<file path="src/rtl/wb_bridge_pkg.sv">
// rtl/wb_bridge_pkg.sv - shared types and helpers for the Wishbone/core bridges
package wb_bridge_pkg;

    typedef enum logic [1:0] {
        IDLE   = 2'd0,
        ACTIVE = 2'd1,
        DRAIN  = 2'd2
    } bridge_state_t;

    // Bits needed to hold 0..max_outstanding inclusive.
    function automatic int cnt_width(input int max_outstanding);
        return $clog2(max_outstanding + 1);
    endfunction

endpackage

</file>
<file path="src/rtl/outstanding_ctr.sv">
// rtl/outstanding_ctr.sv - saturating up/down counter of in-flight requests
module outstanding_ctr #(
    parameter int MAX = 2,
    parameter int W   = 2
) (
    input  logic         clk,
    input  logic         rst,
    input  logic         inc,
    input  logic         dec,
    output logic [W-1:0] cnt_next,
    output logic         full,
    output logic         empty
);

    logic [W-1:0] cnt;
    logic         up;
    logic         dn;

    // Flags come from the registered count only, so a response in this
    // cycle never frees a slot for a request in the same cycle.
    assign full  = (cnt == W'(MAX));
    assign empty = (cnt == '0);

    // Saturate at both ends: a stray decrement at zero is ignored.
    assign up = inc & ~full;
    assign dn = dec & ~empty;

    // Next count; simultaneous up and down cancel out.
    always_comb begin
        cnt_next = cnt;
        if (up && !dn) begin
            cnt_next = cnt + W'(1);
        end else if (!up && dn) begin
            cnt_next = cnt - W'(1);
        end
    end

    // Count register.
    always_ff @(posedge clk or posedge rst) begin
        if (rst) begin
            cnt <= '0;
        end else begin
            cnt <= cnt_next;
        end
    end

endmodule

</file>
<file path="src/rtl/wb2core.sv">
// rtl/wb2core.sv - pipelined Wishbone slave driving a core-style request port
module wb2core
    import wb_bridge_pkg::*;
#(
    parameter int ADDR_WIDTH      = 32,
    parameter int DATA_WIDTH      = 32,
    parameter int MAX_OUTSTANDING = 2
) (
    input  logic                    clk,
    input  logic                    rst,
    input  logic                    wb_cyc,
    input  logic                    wb_stb,
    input  logic                    wb_we,
    input  logic [ADDR_WIDTH-1:0]   wb_adr,
    input  logic [DATA_WIDTH/8-1:0] wb_sel,
    input  logic [DATA_WIDTH-1:0]   wb_dat_i,
    output logic [DATA_WIDTH-1:0]   wb_dat_o,
    output logic                    wb_ack,
    output logic                    wb_err,
    output logic                    wb_stall,
    output logic                    core_req,
    input  logic                    core_gnt,
    output logic                    core_we,
    output logic [DATA_WIDTH/8-1:0] core_be,
    output logic [ADDR_WIDTH-1:0]   core_addr,
    output logic [DATA_WIDTH-1:0]   core_wdata,
    input  logic                    core_rvalid,
    input  logic [DATA_WIDTH-1:0]   core_rdata,
    input  logic                    core_err
);

    localparam int CW = cnt_width(MAX_OUTSTANDING);

    bridge_state_t state;
    bridge_state_t state_next;
    logic [CW-1:0] cnt_next;
    logic          full;
    logic          empty;
    logic          accept;
    logic          rv_counted;
    logic          rsp_live;

    // The master holds its request stable while stalled, so the core-side
    // hold rule is met by passing the request fields straight through.
    assign core_we    = wb_we;
    assign core_be    = wb_sel;
    assign core_addr  = wb_adr;
    assign core_wdata = wb_dat_i;

    // No new requests while full or while draining orphaned responses.
    assign core_req = wb_cyc & wb_stb & ~full & (state != DRAIN);
    assign accept   = core_req & core_gnt;
    assign wb_stall = ~accept;

    // A response only counts if something is actually outstanding; it is
    // forwarded only if its cycle is still alive.
    assign rv_counted = core_rvalid & ~empty;
    assign rsp_live   = rv_counted & wb_cyc & (state != DRAIN);

    outstanding_ctr #(
        .MAX (MAX_OUTSTANDING),
        .W   (CW)
    ) u_ctr (
        .clk      (clk),
        .rst      (rst),
        .inc      (accept),
        .dec      (core_rvalid),
        .cnt_next (cnt_next),
        .full     (full),
        .empty    (empty)
    );

    // State register.
    always_ff @(posedge clk or posedge rst) begin
        if (rst) begin
            state <= IDLE;
        end else begin
            state <= state_next;
        end
    end

    // Next-state: drop to DRAIN if the master abandons its cycle with
    // responses still owed, return to IDLE once nothing is outstanding.
    always_comb begin
        state_next = state;
        case (state)
            IDLE: begin
                if (accept) begin
                    state_next = ACTIVE;
                end
            end
            ACTIVE: begin
                if (cnt_next == '0) begin
                    state_next = IDLE;
                end else if (!wb_cyc) begin
                    state_next = DRAIN;
                end
            end
            DRAIN: begin
                if (cnt_next == '0) begin
                    state_next = IDLE;
                end
            end
            default: state_next = IDLE;
        endcase
    end

    // Registered response: one cycle after core_rvalid; data captured on any
    // counted response and held otherwise.
    always_ff @(posedge clk or posedge rst) begin
        if (rst) begin
            wb_ack   <= 1'b0;
            wb_err   <= 1'b0;
            wb_dat_o <= '0;
        end else begin
            wb_ack <= rsp_live & ~core_err;
            wb_err <= rsp_live & core_err;
            if (rv_counted) begin
                wb_dat_o <= core_rdata;
            end
        end
    end

endmodule

</file>
<file path="config.mk">
export PLATFORM = sky130hd
export DESIGN_NAME = wb2core
export DESIGN_NICKNAME = d
export VERILOG_FILES = /design/src/rtl/wb_bridge_pkg.sv /design/src/rtl/outstanding_ctr.sv /design/src/rtl/wb2core.sv
export SDC_FILE = /design/constraint.sdc
export NUM_CORES = 1
export LEC_CHECK = 0
export ABC_AREA = 1
export CORE_MARGIN = 2
export CORE_UTILIZATION = 27
export CTS_CLUSTER_DIAMETER = 50
export DETAILED_ROUTE_END_ITERATION = 8
export PLACE_DENSITY = 0.79
export SYNTH_ARGS = -nofsm -noshare
export SYNTH_HDL_FRONTEND = slang
export SYNTH_SLANG_ARGS = --single-unit
</file>
<file path="constraint.sdc">
create_clock -name clk -period 1.5 [get_ports clk]
set_input_delay 0.375 -clock clk [delete_from_list [all_inputs] [get_ports clk]]
set_output_delay 0.375 -clock clk [all_outputs]
set_load 0.05 [all_outputs]
</file>
==> results of run 1 <==
-- power breakdown --
| group | switching, mW | leakage [nW] | total [mW] | internal [mW] |
|---|---|---|---|---|
| combinational | 2.42 | 1.01 | 4.55 | 2.13 |
| sequential | 0.458 | 0.470 | 1.90 | 1.44 |
| clock | 0.358 | 0.0482 | 0.729 | 0.371 |
-- Yosys cell counts --
cell	instances	area, um2
nor2_2	2	12.5
nor2_1	2	7.51
nand2_2	9	56.3
nor2_4	1	11.3
inv_2	4	15.0
buf_1	1	3.75
nand4_1	1	6.26
nand4_2	1	12.5
nand3_4	1	17.5
ha_1	2	25.0
nand2_4	2	22.5
inv_1	7	26.3
buf_4	69	518
o32ai_1	1	8.76
dfrtp_1	38	951
clkbuf_1	5	18.8
nor3_1	1	5.00
nand2_1	102	383
inv_4	1	6.26
nand3_2	1	10.0
nand3_1	5	25.0
-- final cells by class --
type	count	share of cell area, %
Sequential cell	38	30.4
Clock inverter	1	0.160
Multi-Input combinational cell	131	21.1
Clock buffer	7	2.76
Timing Repair Buffer	94	39.9
Inverter	12	1.60
Tap cell	102	4.08
-- metal layers --
metal  track usage [%]  part of all wire [%]  wire, um  up-vias
met2              19.6                    50      2460       77
met4              8.95                   5.1       249        0
met1              12.6                    35      1740      729
met3              4.75                   9.4       462       32
met5                 0                     0         0        -
li1                  -                     -         -      751
-- flip-flops by register name (all words and copies together) (netlist names) --
register	flops
u_ctr.cnt	2
wb_ack	1
wb_dat_o	32
state	2
wb_err	1
-- metrics by stage --
step / util, % / setup TNS [ns] / hold WS [ns] / setup slack (ns) / power (mW)
after CTS: 40.0 / -0.576 / 0.400 / -0.202 / 7.16
after detailed placement: 37.8 / -2.07 / 0.511 / -0.473 / 6.27
final: 40.7 / -0.444 / 0.405 / -0.204 / 7.18
after global routing: 40.7 / -0.727 / 0.427 / -0.254 / 7.60
after floorplan: - / -0.129 / 0.441 / -0.0929 / 4.53
after global placement: 37.8 / -1.65 / 0.497 / -0.382 / 6.18
-- how the worst min path moves through the flow --
stage,endpoint,cells after the start,startpoint
3_5_place_dp,state[0],1,state[1]
5_1_grt,wb_dat_o[23],3,rst
4_1_cts,wb_dat_o[27],3,rst
2_1_floorplan,wb_ack,1,core_err
6_report,wb_dat_o[23],3,rst
3_3_place_gp,state[0],1,state[1]
-- critical path, cell delays in order (launching register included) --
cell     delay [ns]
dfrtp_1        0.43
ha_4           0.20
nor2_4         0.12
nand3_4        0.12
buf_8          0.18
-- cell families (layout without fill, tap and decap cells) --
family	Yosys count	count (layout)	share of synthesized area (%)
buffers and inverters	87	114	27.5
AOI/OAI and AO/OA	1	1	0.409
and+or+nand+nor	128	128	26.6
adders and majority gates	2	2	1.17
DFF	38	38	44.4
-- cells in the final DEF, fill, tap and decap left out, types with 2 or more instances in the layout --
cell	n
dlygate4sd2_1	2
buf_12	35
nand3_1	5
clkdlybuf4s50_1	36
dfrtp_1	38
nand2_4	4
nor2_1	2
nand2_1	99
inv_2	4
nand2_2	10
inv_4	2
inv_1	5
buf_4	19
nor2_4	2
clkbuf_8	6
-- repair_timing --
action / in CTS / in global routing
setup endpoints to repair: 4 / 7
pin swaps: 4 / 4
gates resized for setup: 6 / 7
setup buffers: 9 / 3
==> implementation parameters, run 1 <==
Parameter                              Value

Run status
  Outcome ... finished with violations
  Violated checks ... negative setup slack

Clock network
  Worst-skew pair later-pin latency ... between 0.2 and 0.3 ns
  Number of H-tree levels ... 2
  Clk buf depth ... 2
  Inserted Clock Buffers ... 5
  Sinks on the clock net ... 38
  Clock Tree Root ... clkbuf_8
  Cts hold-fix bufs ... 0
  Clock transition at the registers of the reported paths ... ~0.080 ns
  Clock tree from TritonCTS ... done

Layout
  Combined flip-flop and latch cell area ... 951 um2
  Area overhead of the layout relative to synthesis ... 46.0%
  Final instance area ... around 3100 um2
  Number of fillers in the final layout ... 740
  Antenna Diode Count ... 0
  Layout cell share with drive strength beyond 1 ... 32.5%
  Final net count ... approximately 390
  Finished Layout Cells ... a little under 400
  Area occupied by multi-input gates ... between 600 and 700 um2

Global routing
  Total congestion overflow after global routing ... 0
  Number of antenna violations at the first check in global routing ... 0
  Maximum number of pins on one net before global-route repair ... 22
  GRT Overall Usage ... 12.1%
  First-pass GRT wire length ... around 8000 um
  Number of global-route vias before repair ... roughly 1,700

Floorplanning
  Placeable core area ... between 7000 and 8000 um2
  Starting utilization of the core area ... 27.9%
  Die footprint ... 8660 um2
  Die height ... ~93 um
  Die X-Extent ... 93.1 um
  Number of ports placed on the die boundary ... ~210
  Site row count ... 32

STA
  Endpoints failing hold ... 0
  Max-Slew Margin vs Limit ... 81.2%
  # setup viols final ... 4
  Setup slack of the critical path after layout ... -0.204 ns
  Share of the clock period used by the worst path ... 114%
  Number of pins with negative max-slew slack in the final report ... 0
  Min Tclk post-route ... between 1.5 and 2 ns
  Worst clock skew ... 0.00414 ns
  RSZ-0062 raised after global routing ... yes
  Achievable Freq ... 587 MHz
  Transition at the pin with the smallest max-transition slack ... approximately 0.28 ns

Placement
  Sum of net half-perimeters after detailed placement ... 3680 um
  IO Port Bufs ... between 70 and 80
  Cell count after placement ... 365
  Routability congestion estimate from global placement ... a little over 0.8
  Cell Area, Placed ... 2910 um2

Critical path
  Worst reg2reg path endpoint ... state[1]
  Endpoint of the worst setup timing path ... wb_stall
  Crit path capture type ... output port
  Signal arrival time at the worst endpoint ... roughly 1.3 ns
  Worst setup path category ... reg -> out
  Largest driver fanout on the critical path ... 3
  Launching instance or port of the critical path ... u_ctr.cnt[1]
  Slack of the worst reg-to-reg path ... -0.10 ns
  Data required time at the worst endpoint ... roughly 1.1 ns
  Type of origin of the critical path ... flip-flop
  Worst r2r path cells ... 12
  Origin of the critical flop-to-flop path ... u_ctr.cnt[1]

Logic synthesis
  Post-synthesis cell count ... between 200 and 300
  Net count after synthesis ... roughly 370
  Synthesized cell area ... approximately 2100 um2
  Register area share after synthesis ... 44.4%
  Per-instance average area after synthesis ... 8.37 um2
  Yosys warning count ... 0
  Number of synthesized register bits ... 38
  Count of cell types in the netlist ... 21

Routing
  Detailed Route Iter0 Violations ... 19
  Overall routed net length ... 4900 um
  Vias post-DR ... ~1,600
  Average wire per cell in the routed design ... 12.7 um
  Post-detailed-route via-to-cell ratio ... roughly 4.1
  Number of iterations in the first detailed-routing pass ... 4
  Count of unresolved DRC violations after routing ... 0
  Number of antenna-violating nets in the routed design ... 0

Power and ir drop
  Worst vdd ir ... 0.854 mV
  Static leakage power ... about 1.5 nW
  Power per unit of standard cell area ... approximately 2300 nW/um2

Min path
  Worst Hold Class ... in -> async

Flow run
  Max-cap violations ... 0
(Power assumes the default switching activity.)
==> run 2, diff against run 1 <==
Settings changed: PLACE_DENSITY 0.79 to 0.81.
==> run 2 against run 1 <==
Clock skew grew 0.0018 ns. The run still ends with negative setup slack left. Final cell count shrank 1.6%. Power grew 0.25%. Worst hold slack gained 0.044 ns. Register-to-register slack lost 0.02 ns. Critical path type unchanged. Clock power grew 16%. Critical endpoint unchanged.
==> implementation parameters, run 2 (synthesis gave the netlist of run 1 again) <==
Parameter                              Value

Run status
  Outcome ... finished with violations
  Violated checks ... negative setup slack

Power and ir drop
  Static leakage power ... 1.52 nW (-1.0%)
  Power per unit of standard cell area ... 2320 nW/um2 (+0.94%)
  Worst vdd ir ... 1.00 mV (+17%)
  Overall Power ... 7.20 mW (+0.25%)

Placement
  IO Port Bufs ... 74 (unchanged)
  Post-Place Setup Slack ... -0.428 ns (+0.0450 ns)
  Routability congestion estimate from global placement ... 0.839 (+2.6%)
  Cell count after placement ... 367 (+0.55%)
  Cell Area, Placed ... 2930 um2 (+0.95%)
  Sum of net half-perimeters after detailed placement ... 3720 um (+1.1%)

Routing
  Count of unresolved DRC violations after routing ... 0 (unchanged)
  Post-detailed-route via-to-cell ratio ... 4.15 (+0.62%)
  Detailed Route Iter0 Violations ... 31 (+12)
  Number of antenna-violating nets in the routed design ... 0 (unchanged)
  Vias post-DR ... 1,574 (-0.94%)
  Overall routed net length ... 4900 um (-0.16%)
  Average wire per cell in the routed design ... 12.9 um (+1.4%)
  Number of iterations in the first detailed-routing pass ... 3 (-1)

Critical path
  Worst setup path category ... reg -> out
  Crit path capture type ... output port
  Origin of the critical flop-to-flop path ... u_ctr.cnt[0]
  Largest driver fanout on the critical path ... 3 (unchanged)
  Slack of the worst reg-to-reg path ... -0.12 ns (-0.02 ns)
  Type of origin of the critical path ... flip-flop
  Worst r2r path cells ... 13 (+1)
  Worst reg2reg path endpoint ... state[1]
  Data required time at the worst endpoint ... 1.12 ns (about the same)
  Signal arrival time at the worst endpoint ... 1.35 ns (+0.02 ns)

Layout
  Final instance area ... 3110 um2 (-0.68%)
  Finished Layout Cells ... 379 (-1.6%)
  Number of flip-flops under the largest register name ... 32 (unchanged)
  Area overhead of the layout relative to synthesis ... 45.0%
  Antenna Diode Count ... 0 (unchanged)
  Largest reg by FF count ... wb_dat_o
  Highest-count cells in the layout ignoring fill and taps ... nand2_1 (100), dfrtp_1 (38), clkdlybuf4s50_1 (36), buf_12 (36), buf_4 (11)
  Number of fillers in the final layout ... 749 (+1.2%)
  Final net count ... 386 (-1.5%)
  Most common cell after layout, fill and taps aside ... nand2_1
  Final core utilization ... 40.4% (-0.28 points)
  Layout cell share with drive strength beyond 1 ... 30.0% (-2.5 points)
  Registers with the highest flip-flop counts ... wb_dat_o (32), state (2), u_ctr.cnt (2)

STA
  Number of pins with negative max-slew slack in the final report ... 0 (unchanged)
  # setup viols final ... 4 (unchanged)
  Achievable Freq ... 580 MHz (-1.1%)
  RSZ-0062 raised after global routing ... yes
  Transition at the pin with the smallest max-transition slack ... 0.254 ns (-0.0274 ns)
  Hold Slack ... 0.449 ns (+0.0441 ns)
  Total Negative Setup Slacks ... -0.574 ns (-0.130 ns)
  Share of the clock period used by the worst path ... 115% (+1.3 points)
  Min Tclk post-route ... 1.72 ns (+0.0192 ns)
  Endpoints failing hold ... 0 (unchanged)
  Setup slack of the critical path after layout ... -0.223 ns (-0.0192 ns)
  Worst clock skew ... 0.00591 ns (+0.00177 ns)
  Max-Slew Margin vs Limit ... 83.0% (+1.8 points)

Global routing
  GRT Overall Usage ... 12.0% (-0.066 points)
  Maximum number of pins on one net before global-route repair ... 39 (+77%)
  Total congestion overflow after global routing ... 0 (unchanged)
  GRT met2 Usage ... 19.9% (+0.36 points)
  Global routing met3 resource utilization ... 4.51% (-0.24 points)
  First-pass GRT wire length ... 8020 um (-0.26%)
  Number of antenna violations at the first check in global routing ... 0 (unchanged)
  Number of global-route vias before repair ... 1,720 (+4.1%)
  Global-route layer with the greatest usage ... met2
  Met1 usage in global routing ... 12.2% (-0.35 points)

Clock network
  Number of H-tree levels ... 2 (unchanged)
  Inserted Clock Buffers ... 5 (unchanged)
  Clk buf depth ... 2 (unchanged)
  Clock Tree Root ... clkbuf_8
  Worst-skew pair later-pin latency ... 0.29 ns (about the same)
  Sinks on the clock net ... 38 (unchanged)
  Clock tree from TritonCTS ... done
  Clock transition at the registers of the reported paths ... 0.07 ns (about the same)

Floorplanning
  Die height ... 93.1 um (unchanged)
  Number of ports placed on the die boundary ... 213 (unchanged)
  Die X-Extent ... 93.1 um (unchanged)
  Placeable core area ... 7690 um2 (unchanged)
  Site row count ... 32 (unchanged)
  Die footprint ... 8660 um2 (unchanged)
  Starting utilization of the core area ... 27.9% (unchanged)

Flow run
  Max-cap violations ... 0 (unchanged)

Min path
  Worst Hold Class ... in -> async
-- run 2: routing by layer --
layer	up-vias	routed length (um)
li1	741	-
met3	27	427
met5	-	0
met2	71	2460
met4	0	257
met1	735	1750
-- run 2: area by class of cell --
class	instances	area [um2]	area share, %
Multi-Input combinational cell	131	656	21.1
Timing Repair Buffer	88	1220	39.2
Clock inverter	1	30.0	0.967
Sequential cell	38	951	30.6
Tap cell	102	128	4.11
Clock buffer	7	76.3	2.46
Inverter	12	47.5	1.53
-- run 2: worst max path at each step --
stage / start / to / slack [ns] / depth (start not counted)
detailed placement: wb_cyc / state[1] / -0.43 / 12
finish: u_ctr.cnt[0] / wb_stall / -0.22 / 5
CTS: u_ctr.cnt[0] / wb_stall / -0.21 / 5
floorplan: u_ctr.cnt[0] / state[1] / -0.09 / 12
global route: u_ctr.cnt[0] / wb_stall / -0.26 / 5
global placement: wb_cyc / state[1] / -0.35 / 12
-- run 2: worst max-delay path, cell delays in order, from the launching register on --
cell	delay [ns]
dfrtp_1	0.39
inv_2	0.08
ha_4	0.18
nor2_4	0.12
nand3_4	0.12
buf_8	0.18
-- run 2: where the power goes --
part,internal [mW],switching (mW),total (mW),leakage (nW)
Clock,0.498,0.349,0.847,0.0524
Sequential,1.44,0.457,1.90,0.470
Combinational,2.06,2.40,4.45,0.995
-- run 2: timing repair --
action / 4_1_cts / 5_1_grt
setup buffers: 2 / 2
setup endpoints to repair: 4 / 8
pin swaps: 2 / 1
resized for setup: 6 / 5
hold buffers: 0 / 0
==> run 3, diff against run 2 <==
Settings changed: REMOVE_ABC_BUFFERS set to 1.
==> run 3 against run 2 <==
The flow still finishes with violations (negative setup slack). Flip-flop and latch count is the same. Design area grew 0.56%. Core utilization grew 0.23 points. Clock power shrank 21%. Sequential share of layout area shrank 0.17 points. Critical path depth is the same. Sequential power is essentially flat. Power grew 1.2%. First-iteration DRC count grew 65%. Register-to-register slack lost 0.05 ns. Non-clock buffer count grew 4. Critical endpoint is now core_req.
==> implementation parameters, run 3 (synthesis gave the netlist of run 1 again) <==
Parameter                              Value

Routing
  Number of iterations in the first detailed-routing pass ... 4 (+1)
  Vias post-DR ... 1,753 (+11%)
  Overall routed net length ... 11,200 um (+130%)
  Number of antenna-violating nets in the routed design ... 0 (unchanged)
  Average wire per cell in the routed design ... 29.2 um (+130%)
  Count of unresolved DRC violations after routing ... 0 (unchanged)
  Detailed Route Iter0 Violations ... 51 (+65%)
  Post-detailed-route via-to-cell ratio ... 4.59 (+10%)

Placement
  Post-Place Setup Slack ... -0.448 ns (-0.0204 ns)
  Routability congestion estimate from global placement ... 0.903 (+7.6%)
  Cell Area, Placed ... 2890 um2 (-1.5%)
  IO Port Bufs ... 74 (unchanged)
  Sum of net half-perimeters after detailed placement ... 9430 um (+150%)

Floorplanning
  Placeable core area ... 7690 um2 (unchanged)
  Die height ... 93.1 um (unchanged)
  Die footprint ... 8660 um2 (unchanged)
  Die X-Extent ... 93.1 um (unchanged)
  Starting utilization of the core area ... 27.9% (unchanged)
  Number of ports placed on the die boundary ... 213 (unchanged)
  Site row count ... 32 (unchanged)

Global routing
  GRT Overall Usage ... 25.9% (+14 points)
  Number of global-route vias before repair ... 1,745 (+1.5%)
  Maximum number of pins on one net before global-route repair ... 39 (unchanged)
  First-pass GRT wire length ... 15,000 um (+87%)
  Number of antenna violations at the first check in global routing ... 1 (+1)
  Total congestion overflow after global routing ... 0 (unchanged)

Clock network
  Clock tree from TritonCTS ... done
  Number of H-tree levels ... 2 (unchanged)
  Sinks on the clock net ... 38 (unchanged)
  Inserted Clock Buffers ... 5 (unchanged)
  Cts hold-fix bufs ... 0 (unchanged)
  Worst-skew pair later-pin latency ... 0.28 ns (about the same)
  Clock Tree Root ... clkbuf_8
  Clk buf depth ... 2 (unchanged)
  Clock transition at the registers of the reported paths ... 0.07 ns (about the same)

Power and ir drop
  Power per unit of standard cell area ... 2330 nW/um2 (+0.60%)
  Static leakage power ... 1.53 nW (+0.78%)
  Worst vdd ir ... 1.16 mV (+16%)

Min path
  Worst Hold Class ... in -> async

Layout
  Registers with the highest flip-flop counts ... wb_dat_o (32), state (2), u_ctr.cnt (2)
  Final instance area ... 3120 um2 (+0.56%)
  Area occupied by multi-input gates ... 662 um2 (+0.95%)
  Combined flip-flop and latch cell area ... 951 um2 (unchanged)
  Layout cell share with drive strength beyond 1 ... 31.4% (+1.5 points)
  Area overhead of the layout relative to synthesis ... 45.9%
  Highest-count cells in the layout ignoring fill and taps ... nand2_1 (100), dfrtp_1 (38), buf_12 (37), clkdlybuf4s50_1 (36), buf_4 (14)
  Number of fillers in the final layout ... 769 (+2.7%)
  Final net count ... 390 (+1.0%)
  Most common cell after layout, fill and taps aside ... nand2_1
  Largest reg by FF count ... wb_dat_o
  Number of flip-flops under the largest register name ... 32 (unchanged)
  Antenna Diode Count ... 0 (unchanged)

STA
  Setup slack of the critical path after layout ... -0.224 ns (-0.00122 ns)
  Transition at the pin with the smallest max-transition slack ... 0.262 ns (+0.00765 ns)
  Share of the clock period used by the worst path ... 115% (about the same)
  RSZ-0062 raised after global routing ... yes
  Total Negative Setup Slacks ... -0.675 ns (-0.101 ns)
  Max-Slew Margin vs Limit ... 82.5% (-0.51 points)
  Worst clock skew ... 0.00262 ns (-0.00328 ns)
  Min Tclk post-route ... 1.72 ns (+0.00122 ns)
  Endpoints failing hold ... 0 (unchanged)
  # setup viols final ... 4 (unchanged)
  Number of pins with negative max-slew slack in the final report ... 0 (unchanged)
  Achievable Freq ... 580 MHz (about the same)

Critical path
  List of cells traversed by the critical path ... nand2_4 > inv_2 > nor3_2 > buf_4 > buf_12
  Signal arrival time at the worst endpoint ... 1.35 ns (about the same)
  Crit path capture type ... output port
  Worst setup path category ... reg -> out
  Type of origin of the critical path ... flip-flop
  Buffering stage count on the worst path with inverters included ... 3 (+1)
  Largest driver fanout on the critical path ... 4 (+1)
  Data required time at the worst endpoint ... 1.12 ns (about the same)
  Delay contributed by the slowest stage of the critical path ... 0.43 ns (+0.04 ns)
  Top delay family on crit path ... flip-flops
  Library cell contributing the largest single delay on the critical path ... dfrtp_1

Flow run
  Max-cap violations ... 0 (unchanged)

Run status
  Violated checks ... negative setup slack
  Outcome ... finished with violations
run 3: changes by cell type in the layout (fill, tap and decap cells not counted), sizes merged:
cell,delta
buf,+4
bufinv,-1
run 3: final timing paths:
kind | start | endpoint | slack [ns] | cells past startpoint
setup reg to reg | u_ctr.cnt[0] | state[1] | -0.17 | 14
min in group clk | wb_dat_o[4] | wb_dat_o[4] | 0.54 | 2
max in group asynchronous | rst | wb_dat_o[0] | 0.87 | 3
setup / recovery | state[1] | core_req | -0.22 | 5
hold reg to reg | wb_dat_o[4] | wb_dat_o[4] | 0.54 | 2
hold / removal | rst | wb_dat_o[15] | 0.44 | 3
run 3: cell type report:
cell class / instances / share of cell area, %
Tap cell: 102 / 4.08
Timing Repair Buffer: 92 / 40.2
Inverter: 12 / 1.60
Clock buffer: 7 / 2.44
Sequential cell: 38 / 30.4
Multi-Input combinational cell: 131 / 21.2
run 3: through the flow:
step | util, % | hold slack [ns] | std cells | total power, mW
final | 40.6 | 0.435 | 382 | 7.28
after global routing | 40.6 | 0.465 | 382 | 7.64
after CTS | 39.7 | 0.438 | 377 | 7.13
after detailed placement | 37.6 | 0.525 | 365 | 6.24
after global placement | 37.6 | 0.504 | 365 | 6.13
after floorplan | - | 0.441 | 181 | 3.93
run 3: worst min-delay path: cells and delay by family:
family,cells,cell delay (ns)
buffers and inverters,3,0.71
run 3: timing repair:
action / 4_1_cts / 5_1_grt
setup buffers: 5 / 5
pin swaps: 5 / 10
cloned: 0 / 0
hold endpoints to repair: 0 / 0
gates resized for setup: 13 / 9
endpoints found under the setup margin: 4 / 38
run 3: layer usage:
metal / global-route usage (%) / up-vias / routed length (um)
met4: 6.99 / 4 / 293
li1: - / 750 / -
met3: 37.0 / 26 / 3400
met2: 38.6 / 215 / 4930
met1: 17.6 / 758 / 2450
met5: 5.77 / - / 75
run 3: power breakdown:
| group | leakage (nW) | internal (mW) | switching, mW |
|---|---|---|---|
| sequential | 0.470 | 1.44 | 0.452 |
| clock | 0.0383 | 0.320 | 0.349 |
| combinational | 1.02 | 2.21 | 2.51 |
